===== src/rtl/elevator_pkg.sv =====
// Shared definitions for the car motion sequencer.
//   FLOOR_W / PTR_W : widths of floor numbers and request-memory pointers
//   IDLE..DOOR_OPEN : sequencer state encodings
//   ptr_next()      : read-pointer increment that wraps at the memory depth
package elevator_pkg;

   localparam int FLOOR_W = 4;
   localparam int PTR_W   = 4;

   localparam logic [2:0] IDLE      = 3'd0;
   localparam logic [2:0] FETCH     = 3'd1;
   localparam logic [2:0] LOAD      = 3'd2;
   localparam logic [2:0] MOVE_UP   = 3'd3;
   localparam logic [2:0] MOVE_DOWN = 3'd4;
   localparam logic [2:0] DOOR_OPEN = 3'd5;

   function automatic logic [PTR_W-1:0] ptr_next(input logic [PTR_W-1:0] ptr,
                                                  input int depth);
      return (ptr == PTR_W'(depth - 1)) ? '0 : ptr + PTR_W'(1);
   endfunction

endpackage


===== src/rtl/car_motion_sequencer_if.sv =====
// Signal bundle between the car motion sequencer and its environment
// (request memory on one side, motor/door drivers on the other).
//   mem_data, wr_pointer_in        : from the request memory / upstream writer
//   read_enable, read_pointer      : memory read strobe and address
//   motor_up, motor_down, door_open: actuator drives
//   current_floor, busy            : status
//   door_hold                      : present only when DOOR_HOLD_EN is defined
// Modports: master = sequencer side, slave = environment side.
interface car_motion_sequencer_if;
   import elevator_pkg::*;

   logic [FLOOR_W-1:0] mem_data;
   logic [PTR_W-1:0]   wr_pointer_in;
   logic               read_enable;
   logic [PTR_W-1:0]   read_pointer;
   logic               motor_up;
   logic               motor_down;
   logic               door_open;
   logic [FLOOR_W-1:0] current_floor;
   logic               busy;
`ifdef DOOR_HOLD_EN
   logic               door_hold;

   modport master (input  mem_data, wr_pointer_in, door_hold,
                   output read_enable, read_pointer, motor_up, motor_down,
                          door_open, current_floor, busy);
   modport slave  (output mem_data, wr_pointer_in, door_hold,
                   input  read_enable, read_pointer, motor_up, motor_down,
                          door_open, current_floor, busy);
`else
   modport master (input  mem_data, wr_pointer_in,
                   output read_enable, read_pointer, motor_up, motor_down,
                          door_open, current_floor, busy);
   modport slave  (output mem_data, wr_pointer_in,
                   input  read_enable, read_pointer, motor_up, motor_down,
                          door_open, current_floor, busy);
`endif

endinterface


===== src/rtl/interval_timer.sv =====
// Loadable down-counter with a zero flag. Load wins over decrement; the
// count parks at zero rather than wrapping.
//   clk, rst   : clock, async active-high reset (count -> 0)
//   load       : load load_value this edge
//   load_value : reload value
//   dec        : decrement this edge
//   zero       : count == 0
module interval_timer #(
   parameter int WIDTH = 8
) (
   input  logic             clk,
   input  logic             rst,
   input  logic             load,
   input  logic [WIDTH-1:0] load_value,
   input  logic             dec,
   output logic             zero
);

   logic [WIDTH-1:0] count;

   always_ff @(posedge clk or posedge rst) begin
      if (rst) begin
         count <= '0;
      end else if (load) begin
         count <= load_value;
      end else if (dec && (count != '0)) begin
         count <= count - WIDTH'(1);
      end
   end

   assign zero = (count == '0);

endmodule


===== src/rtl/car_motion_sequencer.sv =====
// Car motion sequencer: fetches target floors from the request memory one at
// a time, moves the car floor by floor, then holds the door open.
//   clk, rst : clock, async active-high reset (car homes to floor 0)
//   bus      : car_motion_sequencer_if.master (memory read port, wr pointer,
//              motor/door drives, current_floor, busy)
// Optional build macro DOOR_HOLD_EN: adds bus.door_hold, which keeps the door
// open by reloading the door timer every cycle it is high.
//
// state     | meaning
// ----------+--------------------------------------------------------
// IDLE      | waiting for a request (rd_ptr != wr_pointer_in)
// FETCH     | read strobe for entry rd_ptr
// LOAD      | memory data valid; latch target, pick direction
// MOVE_UP   | motor up, one floor per FLOOR_TICKS cycles
// MOVE_DOWN | motor down, one floor per FLOOR_TICKS cycles
// DOOR_OPEN | door open for DOOR_TICKS cycles
module car_motion_sequencer #(
   parameter int NUM_FLOORS  = 8,
   parameter int DEPTH       = 8,
   parameter int FLOOR_TICKS = 50,
   parameter int DOOR_TICKS  = 100
) (
   input  logic                   clk,
   input  logic                   rst,
   car_motion_sequencer_if.master bus
);
   import elevator_pkg::*;

   localparam int TW_F = (FLOOR_TICKS > 1) ? $clog2(FLOOR_TICKS) : 1;
   localparam int TW_D = (DOOR_TICKS > 1) ? $clog2(DOOR_TICKS) : 1;
   localparam logic [FLOOR_W:0] NF_LIMIT = (FLOOR_W + 1)'(NUM_FLOORS);

   logic [2:0]         state, state_nxt;
   logic [PTR_W-1:0]   rd_ptr;
   logic [FLOOR_W-1:0] target;
   logic [FLOOR_W-1:0] floor_q;
   logic [FLOOR_W-1:0] floor_step;
   logic               empty;
   logic               in_range;
   logic               moving;
   logic               trav_load, trav_zero;
   logic               door_load, door_zero;

   assign empty      = (rd_ptr == bus.wr_pointer_in);
   assign in_range   = ({1'b0, bus.mem_data} < NF_LIMIT);
   assign moving     = (state == MOVE_UP) || (state == MOVE_DOWN);
   assign floor_step = (state == MOVE_DOWN) ? floor_q - FLOOR_W'(1)
                                            : floor_q + FLOOR_W'(1);

   always_comb begin
      state_nxt = state;
      trav_load = 1'b0;
      door_load = 1'b0;
      case (state)
         IDLE: begin
            if (!empty) state_nxt = FETCH;
         end
         FETCH: begin
            state_nxt = LOAD;
         end
         LOAD: begin
            trav_load = 1'b1;
            if (!in_range) begin
               state_nxt = IDLE;
            end else if (bus.mem_data == floor_q) begin
               state_nxt = DOOR_OPEN;
               door_load = 1'b1;
            end else if (bus.mem_data > floor_q) begin
               state_nxt = MOVE_UP;
            end else begin
               state_nxt = MOVE_DOWN;
            end
         end
         MOVE_UP, MOVE_DOWN: begin
            if (trav_zero) begin
               if (floor_step == target) begin
                  state_nxt = DOOR_OPEN;
                  door_load = 1'b1;
               end else begin
                  trav_load = 1'b1;
               end
            end
         end
         DOOR_OPEN: begin
`ifdef DOOR_HOLD_EN
            if (bus.door_hold) begin
               door_load = 1'b1;
            end else if (door_zero) begin
               state_nxt = IDLE;
            end
`else
            if (door_zero) state_nxt = IDLE;
`endif
         end
         default: begin
            state_nxt = IDLE;
         end
      endcase
   end

   always_ff @(posedge clk or posedge rst) begin
      if (rst) begin
         state   <= IDLE;
         rd_ptr  <= '0;
         target  <= '0;
         floor_q <= '0;
      end else begin
         state <= state_nxt;
         if (state == LOAD) begin
            target <= bus.mem_data;
            rd_ptr <= ptr_next(rd_ptr, DEPTH);
         end
         if (moving && trav_zero) floor_q <= floor_step;
      end
   end

   interval_timer #(.WIDTH(TW_F)) u_travel_timer (
      .clk        (clk),
      .rst        (rst),
      .load       (trav_load),
      .load_value (TW_F'(FLOOR_TICKS - 1)),
      .dec        (moving),
      .zero       (trav_zero)
   );

   interval_timer #(.WIDTH(TW_D)) u_door_timer (
      .clk        (clk),
      .rst        (rst),
      .load       (door_load),
      .load_value (TW_D'(DOOR_TICKS - 1)),
      .dec        (state == DOOR_OPEN),
      .zero       (door_zero)
   );

   // Address is only presented during the fetch strobe.
   assign bus.read_enable   = (state == FETCH);
   assign bus.read_pointer  = (state == FETCH) ? rd_ptr : '0;
   assign bus.motor_up      = (state == MOVE_UP);
   assign bus.motor_down    = (state == MOVE_DOWN);
   assign bus.door_open     = (state == DOOR_OPEN);
   assign bus.current_floor = floor_q;
   assign bus.busy          = (state != IDLE);

endmodule


===== src/flat_wrapper.sv =====
// flat-port wrapper written by rule: the top's interface ports become plain ports
module car_motion_sequencer_flat import elevator_pkg::*;
#(
   parameter int NUM_FLOORS  = 8,
   parameter int DEPTH       = 8,
   parameter int FLOOR_TICKS = 50,
   parameter int DOOR_TICKS  = 100
)
  (clk, rst, bus_mem_data, bus_wr_pointer_in, bus_read_enable, bus_read_pointer, bus_motor_up, bus_motor_down, bus_door_open, bus_current_floor, bus_busy);
  car_motion_sequencer_if bus_i ();
  input  logic clk;
  input  logic rst;
  input wire logic [$bits(bus_i.mem_data)-1:0] bus_mem_data;
  input wire logic [$bits(bus_i.wr_pointer_in)-1:0] bus_wr_pointer_in;
  output wire logic [$bits(bus_i.read_enable)-1:0] bus_read_enable;
  output wire logic [$bits(bus_i.read_pointer)-1:0] bus_read_pointer;
  output wire logic [$bits(bus_i.motor_up)-1:0] bus_motor_up;
  output wire logic [$bits(bus_i.motor_down)-1:0] bus_motor_down;
  output wire logic [$bits(bus_i.door_open)-1:0] bus_door_open;
  output wire logic [$bits(bus_i.current_floor)-1:0] bus_current_floor;
  output wire logic [$bits(bus_i.busy)-1:0] bus_busy;
  assign bus_i.mem_data = bus_mem_data;
  assign bus_i.wr_pointer_in = bus_wr_pointer_in;
  assign bus_read_enable = bus_i.read_enable;
  assign bus_read_pointer = bus_i.read_pointer;
  assign bus_motor_up = bus_i.motor_up;
  assign bus_motor_down = bus_i.motor_down;
  assign bus_door_open = bus_i.door_open;
  assign bus_current_floor = bus_i.current_floor;
  assign bus_busy = bus_i.busy;
  car_motion_sequencer #(.NUM_FLOORS(NUM_FLOORS), .DEPTH(DEPTH), .FLOOR_TICKS(FLOOR_TICKS), .DOOR_TICKS(DOOR_TICKS)) u_core (.clk(clk), .rst(rst), .bus(bus_i));
endmodule

===== config.mk =====
export PLATFORM = sky130hd
export DESIGN_NAME = car_motion_sequencer_flat
export DESIGN_NICKNAME = d
export VERILOG_FILES = /design/src/rtl/elevator_pkg.sv /design/src/rtl/car_motion_sequencer_if.sv /design/src/rtl/interval_timer.sv /design/src/rtl/car_motion_sequencer.sv /design/src/flat_wrapper.sv
export SDC_FILE = /design/constraint.sdc
export NUM_CORES = 1
export LEC_CHECK = 0
export CAP_MARGIN = 20
export CORE_MARGIN = 1.5
export CORE_UTILIZATION = 25
export CTS_CLUSTER_DIAMETER = 100
export DETAILED_ROUTE_END_ITERATION = 6
export GPL_TIMING_DRIVEN = 0
export HOLD_SLACK_MARGIN = 0.08
export PLACE_DENSITY = 0.53
export SYNTH_ARGS = -nofsm -noshare
export SYNTH_HDL_FRONTEND = slang
export SYNTH_HIERARCHICAL = 1
export SYNTH_SLANG_ARGS = --single-unit

===== constraint.sdc =====
create_clock -name clk -period 3.2 [get_ports clk]
set_input_delay 0.64 -clock clk [delete_from_list [all_inputs] [get_ports clk]]
set_output_delay 0.64 -clock clk [all_outputs]
set_load 0.01 [all_outputs]

### Word-level counts from Yosys, hierarchy flattened

Index checks and enable logic that the tools add are counted.

* add/subtract/negate cells: 5
* order comparisons: 2
* equality and inequality tests: 13
* muxes and demuxes: 23
* reduce and logical (&&, ||, !) cells: 14

Operators with widths (number)
* 2-to-1 mux 3 bit: 7
* case mux 3 bit (5 select lines): 1
* 2-to-1 mux 7 bit: 2
* == test 4 bit: 3
* 2-to-1 mux 4 bit: 3
* 2-to-1 mux 6 bit: 2
* adder 4 x 1 -> 4 bit, second input constant: 2
* zero test 7 bit: 1
* nonzero test 7 bit: 1
* subtractor 7 x 1 -> 7 bit, second input constant: 1
* == test 3 x 2 -> 1 bit, second input constant: 2
* == test 3 bit, second input constant: 2
* zero test 6 bit: 1
* 2-to-1 mux 1 bit: 6
* != test 2 x 1 -> 1 bit, second input constant: 3
* nonzero test 6 bit: 1
* subtractor 6 x 1 -> 6 bit, second input constant: 1
* == test 4 x 3 -> 1 bit, second input constant: 1
* greater-than comparator 4 bit: 1
* < comparator 4 bit, second input constant: 1
* case mux 1 bit (2 select lines): 2
* AND reduction 4 bit: 1
* nonzero test 2 bit: 2
* subtractor 4 x 1 -> 4 bit, second input constant: 1
* other kinds (7): 9

* register bits: 28
* bits of input ports: 10
* output and inout port bits: 13
* word-level logic and storage cells: 63

### Logic depth before layout (Yosys ltp)

* depth in word-level cells: 7
* mapped depth: 13

### Modules after synthesis

Netlist, hierarchy kept.

By module, submodules not included
* car_motion_sequencer: times used 1, cells each 120, area each 1061.0 um2, sequential area each 375.4 um2
* interval_timer (u_core.u_door_timer): times used 1, cells each 58, area each 504.2 um2, sequential area each 175.2 um2
* interval_timer (u_core.u_travel_timer): times used 1, cells each 49, area each 426.7 um2, sequential area each 150.1 um2

### Worst setup path after synthesis

No wires, ideal clock.

* kind: register to register
* from: register u_core.state[0]
* to: register u_core.u_door_timer.count[0]
* library setup time: 0.130 ns
* data arrival time: 2.873 ns
* required time: 3.070 ns
* slack: 0.197 ns
* cell stages (with the launch flop): 13
* period minus slack after synthesis: 3.003 ns
* cell sequence: dfrtp_1 > buf_2 > nor3b_4 > fa_1 > xor2_1 > nor3_1 > nand2_1 > o32ai_1 > clkdlybuf4s15_1 > clkbuf_1 > nor2_1 > o211ai_1 > nand3_1

* cells in the longest elaborated chain, start to end: 7
* elaborated cells between the ends (all ways): 13

RTL lines
* start, declared: line car_motion_sequencer.sv:33 `logic [2:0] state, state_nxt;`
* start signal, assigned: line car_motion_sequencer.sv:108 `state <= state_nxt;`
* == test 3 bit (*)
* via bus_motor_down: line flat_wrapper.sv:18 `output wire logic [$bits(bus_i.motor_down)-1:0] bus_motor_down;`
* 2-to-1 mux 4 bit (*): line car_motion_sequencer.sv:47 `assign floor_step = (state == MOVE_DOWN) ? floor_q - FLOOR_W'(1)`
* via u_core.floor_step[1]: line car_motion_sequencer.sv:37 `logic [FLOOR_W-1:0] floor_step;`
* == test 4 bit (*): line car_motion_sequencer.sv:76 `if (floor_step == target) begin`
* 2-to-1 mux 1 bit (*): line car_motion_sequencer.sv:76
* 2-to-1 mux 1 bit (*): line car_motion_sequencer.sv:75 `if (trav_zero) begin`
* case mux 1 bit (2 select lines) (*): line car_motion_sequencer.sv:54 `case (state)`
* via u_core.door_load: line car_motion_sequencer.sv:42 `logic door_load, door_zero;`
* 2-to-1 mux 7 bit / nonzero test 2 bit (equally long branches)
* end signal, assigned: line interval_timer.sv:25 `count <= load_value;`
* end signal, assigned: line interval_timer.sv:27 `count <= count - WIDTH'(1);`
* end, declared: line interval_timer.sv:19 `logic [WIDTH-1:0] count;`

The timed path passes the listed nets; every way through them passes the cells marked *.
A chain may end at the register's enable or synchronous reset.

### Worst setup path after layout

* from: register u_core.state[0]
* to: register u_core.u_door_timer.count[5]

* cells in the longest elaborated chain, start to end: 7
* elaborated cells between the ends (all ways): 13

RTL lines (line)
* == test 3 bit: car_motion_sequencer.sv:47, car_motion_sequencer.sv:54
* 2-to-1 mux 4 bit: car_motion_sequencer.sv:47
* == test 4 bit: car_motion_sequencer.sv:76
* 2-to-1 mux 1 bit: car_motion_sequencer.sv:76
* 2-to-1 mux 1 bit: car_motion_sequencer.sv:75
* case mux 1 bit (2 select lines) (*): car_motion_sequencer.sv:54
* via u_core.door_load: car_motion_sequencer.sv:42
* 2-to-1 mux 7 bit / nonzero test 2 bit (equally long branches)

Marked as above.

==> key figures <==
Outcome
  • Outcome: finished, final reports clean

Synthesis
  • Syn Area/Cell: a little under 9 um2
  • Yosys warning count: 6
  • Ys flop type: dfrtp_1
  • Seq/Total Area, Yosys: 0.352
  • Post-synthesis xor/xnor area fraction: 0.0697
  • Simple-gate share of the synthesized area: 0.263
  • Post-synthesis compound-gate area fraction: 0.182
  • Mux contribution to synthesized area: 0.00565
  • Main combinational cell family by area after synthesis: simple AND/OR/NAND/NOR gates
  • Post-Synth Adder-Cell Area: 0.0729
  • Synthesized flop and latch total: 28
  • Mapped Area: about 0.0020 mm2
  • Count of flip-flops with a built-in enable after synthesis: 0
  • Post-synth cell types: 60
  • Post-synth ARST share: 1.00
  • Cells after Synth: about 230

Floorplan
  • Die area: 0.00851 mm2
  • Initial core utilization: 0.258
  • Die width: 92.3 um
  • Core area: 0.00773 mm2
  • Die height: ~90 um
  • Row cnt: 32
  • Top Ports: 23

Setup path
  • Kind of cell adding the most delay to the critical path: compound AO/OA/AOI/OAI gates
  • Startpoint Class: flip-flop
  • Worst path slowest cell: dfrtp_1
  • Max FO, Critical Path: 9
  • Critical path arrival: 3130 ps
  • Worst path cell trace: buf_2 -> nor3b_4 -> buf_4 -> buf_4 -> ha_1 -> a21o_1 -> a21oi_2 -> xnor2_2 -> nand2_1 -> o32ai_1 -> buf_2 -> and3b_1 -> a41oi_1 -> o211ai_1
  • Worst EP required: 3360 ps
  • CP Capture Type: flip-flop
  • Critical path class: flip-flop to flip-flop
  • Crit path buf inv count: 4
  • Worst path max stage delay: around 370 ps

GRT
  • Largest net degree at the start of global routing: 16
  • Gr ovfl total: 0
  • Gr usage total: 0.110
  • Global-route wire length before repair: 7.58 mm
  • Number of global-route vias before repair: 1,601
  • Initial antenna violation count: 0

Pwr
  • Clock power frac: 0.117
  • Internal power: 0.00111 W
  • Sw Ratio: 0.424
  • Logic pwr share: 0.530
  • Psw: 0.000819 W
  • Power per cell area: 777 mW/mm2
  • Maximum vdd drop: 0.263 mV
  • Seq pwr share: 0.353
  • Leak: approximately 1.1 nW

Cells and area
  • Commonest non-fill, non-tap cell in the layout: nand2_1
  • Fill count: 800
  • Synthesis-to-layout area growth: 24.8%
  • Share of layout cells above drive strength 1: 0.123
  • Most frequent cells in the layout: nand2_1, dfrtp_1, clkdlybuf4s50_1, inv_1, a21oi_1
  • Ant diodes: 0
  • Layout Nets: between 200 and 300
  • Core Util, Final: 0.322

STA
  • Final setup vio count: 0
  • Setup TNS: 0 ps
  • Fin. max-slew vios: 0
  • Setup ws final: about 230 ps
  • Endpoints failing hold: 0
  • Slew headroom: 0.595
  • Setup Skew: 6.39 ps
  • Least-Margin Pin Slew: 607 ps
  • F_max: 0.337 GHz
  • Final min period: between 2000 and 3000 ps
  • Crit share post-route: 0.928

Route
  • DR vias: 1,707
  • DR pass1 iterations: 4
  • ANT nets after route: 0
  • Drt drc: 0
  • Initial DRC count: 78
  • Routed len/inst: 11.8 um
  • Final WL: ~4.4 mm
  • Avg Vias per Cell: 4.60

Min path
  • Hold Path Class: flip-flop to flip-flop

Place
  • PortBufs: 22
  • Dpl hpwl: 3.23 mm
  • GPL Wtd Cong: 0.774
  • Placement Setup Slack: -415 ps

Clock tree
  • Clock Path Buffers: 2
  • Htree depth: 1
  • # clock sinks: 28
  • Num CTS Buffers: 3
  • CTS tree: yes
  • CTS Root Cell: clkbuf_8
  • CTS clk-pin slew, worst paths: about 100 ps
  • Worst skew pair latency: 280 ps
  • Hold buffers post-CTS: 0

Job
  • Max Cap Viol: 0
## cell usage after synthesis, drive strengths merged (2+ instances only)
cell type / count / area share
o31ai: 3 / 0.011
or2: 2 / 0.0063
a211o: 4 / 0.018
and3b: 2 / 0.0094
o21ai: 7 / 0.018
or4b: 2 / 0.010
nand4: 5 / 0.016
nor3b: 4 / 0.021
a21oi: 16 / 0.042
clkbuf: 3 / 0.0057
and2: 5 / 0.016
nand3: 5 / 0.013
xor2: 4 / 0.018
dfrtp: 28 / 0.35
xnor2: 11 / 0.052
nor4: 2 / 0.0063
inv: 17 / 0.032
or2b: 2 / 0.0075
conb: 2 / 0.0038
a31o: 3 / 0.013
buf: 3 / 0.0088
nand2b: 4 / 0.013
a31oi: 2 / 0.0063
a21o: 2 / 0.0075
or3: 3 / 0.010
o211ai: 2 / 0.0075
ha: 10 / 0.063
a2bb2oi: 3 / 0.016
nor2b: 3 / 0.0094
nor3: 6 / 0.018
nor2: 14 / 0.026
nand2: 30 / 0.057
or4: 2 / 0.0094
## cell families (layout without fill, tap and decap cells)
logic type,count (synthesis),after routing
and+or+nand+nor,95,95
AOI/OAI and AO/OA,51,51
DFF,28,28
buffers and inverters,24,55
xor gates and xnor gates,15,15
adders and majority gates,11,11
other,2,13
muxes,1,1
## per-stage QoR
stage               area, um2  hold slack (ps)  total power, W  cells
floorplan                2030              431         0.00140    238
global placement         2380              482         0.00168    362
detailed placement       2380              489         0.00169    362
CTS                      2470              514         0.00194    369
global route             2490              547         0.00213    371
finish                   2490              512         0.00193    371
## cell type report
class | count | area, um2 | share of cell area
Multi-Input combinational cell | 186 | 1240 | 0.500
Sequential cell | 28 | 701 | 0.282
Timing Repair Buffer | 28 | 265 | 0.107
Tap cell | 102 | 128 | 0.0513
Inverter | 17 | 63.8 | 0.0257
Clock buffer | 4 | 55.1 | 0.0221
Buffer | 6 | 31.3 | 0.0126
## layer usage
layer / GRT usage / vias up / wire [um] / part of all wire
met3: 0.0224 / 2 / 127 / 0.029
met4: 0.0192 / 0 / 34 / 0.0078
met2: 0.172 / 20 / 2050 / 0.47
met1: 0.157 / 809 / 2160 / 0.49
li1: - / 876 / - / -
met5: 0 / - / 0 / 0
## worst reg2reg max path: stages (launching register included)
cell      delay, ps
dfrtp_1         370
buf_2           170
nor3b_4         280
buf_4           180
buf_4           100
ha_1            220
a21o_1          170
a21oi_2         220
xnor2_2         180
nand2_1         110
o32ai_1         130
buf_2           240
and3b_1         200
a41oi_1         170
o211ai_1        110
## worst paths after layout
kind,startpoint,end,slack [ps],cells past startpoint
max,u_core/state[0],u_core/u_door_timer/count[5],230,14
min,u_core/target[1],u_core/target[1],510,2
max reg2reg,u_core/state[0],u_core/u_door_timer/count[5],230,14
min reg2reg,u_core/target[1],u_core/target[1],510,2
max in group asynchronous,rst,u_core/target[3],1990,2
min in group asynchronous,rst,u_core/u_travel_timer/count[0],670,2
## state kept, by name, indices dropped and copies added, names as in the netlist
name,flops
u_core/u_travel_timer/count,6
u_core/rd_ptr,4
u_core/state,3
u_core/bus.current_floor,4
u_core/u_door_timer/count,7
u_core/target,4
## what timing repair did
item,in CTS,in global routing
pin swaps,1,2
setup endpoints to repair,12,13
buffers inserted,3,3
resized for setup,4,4
gates cloned,0,0
## power by group through the flow
stage | registers, W | clock network [W] | logic (W)
6_report | 0.000682 | 0.000226 | 0.00102
5_1_grt | 0.000709 | 0.000252 | 0.00117
4_1_cts | 0.000681 | 0.000241 | 0.00102
3_5_place_dp | 0.000688 | 0 | 0.000998
3_3_place_gp | 0.000690 | 0 | 0.000985
2_1_floorplan | 0.000647 | 0 | 0.000749
Note: power is estimated with default switching activity, not from simulation.
